$ cat src/rtl/ring_buffer_mc.sv
`default_nettype none
// ============================================================================
// Module   : ring_buffer_mc
// Purpose  : CHANNELS independent first-word-fall-through FIFOs with per-lane
//            handshakes, occupancy, almost-full flag and synchronous flush.
// Revision : 1.0 - initial release
// ============================================================================
module ring_buffer_mc #(
   parameter int DATA_SIZE    = 32,
   parameter int BUFFER_SIZE  = 8,
   parameter int CHANNELS     = 4,
   parameter int AFULL_THRESH = 6,
   localparam int PTR_W = $clog2(BUFFER_SIZE),
   localparam int LVL_W = $clog2(BUFFER_SIZE + 1)
) (
   input  logic                          clk_i,
   input  logic                          rst_i,
   input  logic [CHANNELS-1:0]           rx_i,
   output logic [CHANNELS-1:0]           rx_ack_o,
   input  logic [CHANNELS*DATA_SIZE-1:0] data_i,
   output logic [CHANNELS-1:0]           tx_o,
   input  logic [CHANNELS-1:0]           tx_ack_i,
   output logic [CHANNELS*DATA_SIZE-1:0] data_o,
   input  logic [CHANNELS-1:0]           flush_i,
   output logic [CHANNELS*LVL_W-1:0]     level_o,
   output logic [CHANNELS-1:0]           almost_full_o
);

   localparam logic [LVL_W-1:0] c_FULL  = LVL_W'(BUFFER_SIZE);
   localparam logic [LVL_W-1:0] c_AFULL = LVL_W'(AFULL_THRESH);
   localparam logic [PTR_W-1:0] c_LAST  = PTR_W'(BUFFER_SIZE - 1);

   for (genvar c = 0; c < CHANNELS; c++) begin : g_ch
      logic [DATA_SIZE-1:0] r_mem [BUFFER_SIZE];
      logic [PTR_W-1:0]     r_head;
      logic [PTR_W-1:0]     r_tail;
      logic [LVL_W-1:0]     r_level;
      logic                 w_full;
      logic                 w_empty;
      logic                 w_wr;
      logic                 w_rd;

      assign w_full  = (r_level == c_FULL);
      assign w_empty = (r_level == '0);
      // Reset and flush take priority, so neither side of the handshake may commit.
      assign w_wr = rx_i[c]     && !w_full  && !rst_i && !flush_i[c];
      assign w_rd = tx_ack_i[c] && !w_empty && !rst_i && !flush_i[c];

      assign rx_ack_o[c]                        = !w_full;
      assign tx_o[c]                            = !w_empty;
      assign almost_full_o[c]                   = (r_level >= c_AFULL);
      assign level_o[c*LVL_W +: LVL_W]          = r_level;
      assign data_o[c*DATA_SIZE +: DATA_SIZE]   = r_mem[r_tail];

      always_ff @(posedge clk_i) begin
         if (w_wr) begin
            r_mem[r_head] <= data_i[c*DATA_SIZE +: DATA_SIZE];
         end
      end

      always_ff @(posedge clk_i) begin
         if (rst_i || flush_i[c]) begin
            r_head  <= '0;
            r_tail  <= '0;
            r_level <= '0;
         end else begin
            // Explicit wrap compare keeps non-power-of-2 depths correct.
            if (w_wr) begin
               r_head <= (r_head == c_LAST) ? '0 : r_head + 1'b1;
            end
            if (w_rd) begin
               r_tail <= (r_tail == c_LAST) ? '0 : r_tail + 1'b1;
            end
            if (w_wr && !w_rd) begin
               r_level <= r_level + 1'b1;
            end else if (w_rd && !w_wr) begin
               r_level <= r_level - 1'b1;
            end
            assert (r_level <= c_FULL);
         end
      end
   end

endmodule
`default_nettype wire

$ cat config.mk
export PLATFORM = sky130hd
export DESIGN_NAME = ring_buffer_mc
export DESIGN_NICKNAME = d
export VERILOG_FILES = /design/src/rtl/ring_buffer_mc.sv
export SDC_FILE = /design/constraint.sdc
export NUM_CORES = 1
export LEC_CHECK = 0
export CAP_MARGIN = 25
export CORE_MARGIN = 3
export CORE_UTILIZATION = 45
export CTS_CLUSTER_DIAMETER = 150
export DETAILED_ROUTE_END_ITERATION = 8
export PLACE_DENSITY_LB_ADDON = 0.3
export SLEW_MARGIN = 10
export SYNTH_ARGS = -nofsm -noshare
export SYNTH_HDL_FRONTEND = slang
export SYNTH_SLANG_ARGS = --single-unit
$ cat constraint.sdc
create_clock -name clk_i -period 3.9 [get_ports clk_i]
set_input_delay 0.585 -clock clk_i [delete_from_list [all_inputs] [get_ports clk_i]]
set_output_delay 0.585 -clock clk_i [all_outputs]
set_load 0.005 [all_outputs]
==> impl_results.md <==
- IO Pins: 298
- Post-synth ARST share: 0%
- Peak VDD IR: ~0.34 mV
- Adder-cell share of the synthesized area: 1.03%
- Cell with the most instances after synthesis: edfxtp_1
- Post-route ant nets: 0
- CP Cell Sequence: buf_4 -> mux4_1 -> mux2_2 -> clkdlybuf4s50_1
- Port bufs: roughly 300
- Root buf cell: clkbuf_16
- Pre-CTS setup slack: ~0.47 ns
- Slowest CP cell: dfxtp_4
- GP Congestion: between 0.7 and 0.8
- Largest net degree at the start of global routing: 65
- Drt initial violations: approximately 1400
- Total negative slack: 0 ns
- Initial core utilization: a little under half
- Vias in the first global route: 20636
- Top cells by area, synth: edfxtp_1 74%, mux4_1 8.8%, mux4_2 6.3%
- Most area-hungry cell type in the Yosys netlist: edfxtp_1
- Crit Path Class: reg -> out
- Required time of the worst setup path: ~3.3 ns
- CTS tree: yes
- CTS max path bufs: 3
- Final count of negative-setup-slack endpoints: 0
- Die H: 311 µm
- Die width: a little over 300 µm
- Unrepaired setup endpoints after global routing: no
- Main combinational cell family by area after synthesis: multiplexers
- Post-CTS Setup Bufs: 0
- Sequential-to-total area share from yosys stat: 76.1%
- #FFs+latches synth: roughly 1100
- Synth Area per Inst: about 23 µm²
- Global route overflow: 0
- TritonCTS Buffers: 107
- Top-area cell type share of the netlist area: around three quarters
- Final hold violation count: 0
- # H-tree levels: 3
- Post-Route WL: roughly 82000 µm
- Fillers: between 6000 and 7000
- Pre-antenna DRT Iters: 5
- Post-Synth XOR/XNOR Area: less than 1%
- Clock Skew: about 0.023 ns
- Post-Syn Area: roughly 42000 µm²
- Hpwl dp: approximately 48000 µm
- Initial antenna violation count: 17
- Core area: slightly above 90000 µm²
- Maxcap violations: 0
- Pleak: around 16 nW
- Syn nets: between 1500 and 2000
- Synth-to-Final Area Change: 19.8%
- Hold crit path type: reg -> reg
- Fin nets: ~2400
- Via count: 19133
- DRC viols: 0
- Post-synthesis mux area share: a little under a fifth
- CTS resizes: 0
- Headroom to the max-slew limit: between 50% and 60%
- Clock Sinks: roughly 1100
- WL per Instance: 23.4 µm
- Slew @ Worst Pin: ~0.7 ns
- Crit path time final: between 3 and 4 ns
- Synth Flop Type: edfxtp_1
- GRT Util Overall: between 10% and 20%
- Critical Path End Type: output pin
- Die area: 96500 µm²
- Synthesis Warnings: 0
- Drt via density: 5.43
- Max FO, Critical Path: 33
- EDFF count, synth: slightly above 1000
- Family with the most delay on the worst path: multiplexers
- Post-synthesis cell type count: 34
- FP Rows: 111
- Post-Synth Simple-Gate Area: around 2.0%
- Max Freq: 273 MHz
- First-pass GRT wire length: 127000 µm
- Synth cell count leaders: 1024 x edfxtp_1, 140 x mux4_1, 128 x mux2_2
- Synth Area in Compound Gates: less than 1%
- Layout cell share with drive strength beyond 1: 21.9%
- Critical Path Source Type: flop
- Slowest cell delay on critical path: 0.75 ns
- Final Worst Setup Slack: around 0.24 ns
- Critical path data arrival time: between 3 and 4 ns
- Slew Limit Fails: 0
- Final period util: approximately 94%
- Hold_buf cts: 0
- Clock transition at path regs: around 0.060 ns
- Worst Path Buf+Inv: 2
- Worst-skew pair later-pin latency: about 0.66 ns
- Post-synthesis cell count: 1808
- Pwr/cell area: 470 nW/µm²
- Status: finished, final reports clean
==> where the power goes <==
group	switching, mW	internal, mW
logic	0.365	0.414
registers	0.0389	12.7
clock network	4.07	5.91
==> stage by stage <==
| step | utilization, % | total power [mW] | cells | hold slack [ns] | area, µm² |
|---|---|---|---|---|---|
| after floorplan | - | 13.3 | 1808 | 0.450 | 41800 |
| after global placement | 50.7 | 13.7 | 3310 | 0.459 | 46500 |
| after detailed placement | 50.7 | 13.8 | 3310 | 0.470 | 46500 |
| after CTS | 54.5 | 23.8 | 3506 | 0.481 | 50000 |
| after global routing | 54.5 | 24.3 | 3512 | 0.516 | 50000 |
| final | 54.5 | 23.5 | 3522 | 0.482 | 50000 |
==> layout by cell type (no fill, tap or decap), types with 19 or more instances in the layout <==
| cell | netlist | layout |
|---|---|---|
| mux4_2 | 116 | 116 |
| ha_1 | 28 | 28 |
| clkdlybuf4s50_1 | 0 | 297 |
| clkbuf_16 | 0 | 111 |
| clkinv_2 | 0 | 20 |
| nand3_1 | 23 | 23 |
| edfxtp_1 | 1024 | 1024 |
| a21oi_1 | 32 | 32 |
| clkbuf_1 | 25 | 24 |
| mux2_2 | 128 | 128 |
| nor2_1 | 52 | 28 |
| buf_4 | 0 | 33 |
| nor2_4 | 0 | 19 |
| nand2_1 | 36 | 36 |
| dfxtp_1 | 52 | 44 |
| clkinv_1 | 0 | 23 |
| mux4_1 | 140 | 140 |
==> tightest hold or removal path: stages (launching register included) <==
cell and delay (ns):
dfxtp_1 0.31, nand2_1 0.05, a21oi_1 0.07
==> metal layers <==
| layer | up-vias | track usage, % | wire length, µm | part of all wire [%] |
|---|---|---|---|---|
| li1 | 8487 | - | - | - |
| met1 | 10097 | 22.3 | 33900 | 41 |
| met2 | 434 | 29.3 | 42500 | 52 |
| met3 | 109 | 4.09 | 4460 | 5.4 |
| met4 | 6 | 4.76 | 1520 | 1.8 |
| met5 | - | 0 | 45 | 0.055 |
==> kinds of logic after synthesis <==
family          after synthesis
mux                         388
simple gates                164
flops                      1076
buf+inv                      92
xor+xnor                      8
compound gates               48
fa+ha+maj                    32
==> area by class of cell <==
class                      count  area [µm²]  share of cell area, %
antenna                       16        40.0                 0.0800
multi-input combinational    640        9600                   19.2
sequential                  1076       31800                   63.6
timing repair buffer         347        3560                   7.12
inverter                       4        15.0                 0.0300
clock buffer                 135        2870                   5.73
clock inverter                61         574                   1.15
tap                         1243        1560                   3.11
==> sequential cells by signal, indices dropped and copies added, names as in the netlist, named ones only <==
name / count
g_ch.r_level: 16
g_ch.r_head: 12
g_ch.r_tail: 12
g_ch.r_mem: 1024
==> path summary, 6_finish.rpt <==
path / start / endpoint / slack, ns / depth (start not counted)
worst max-delay path: flop / data_o[40] / 0.24 / 4
worst min-delay path: g_ch[1].r_tail[1] / flop / 0.48 / 2
worst max register to register: g_ch[2].r_level[1] / g_ch[2].r_level[3] / 0.93 / 10
worst min register to register: g_ch[1].r_tail[1] / flop / 0.48 / 2
Power figures use the tool's default switching activity.
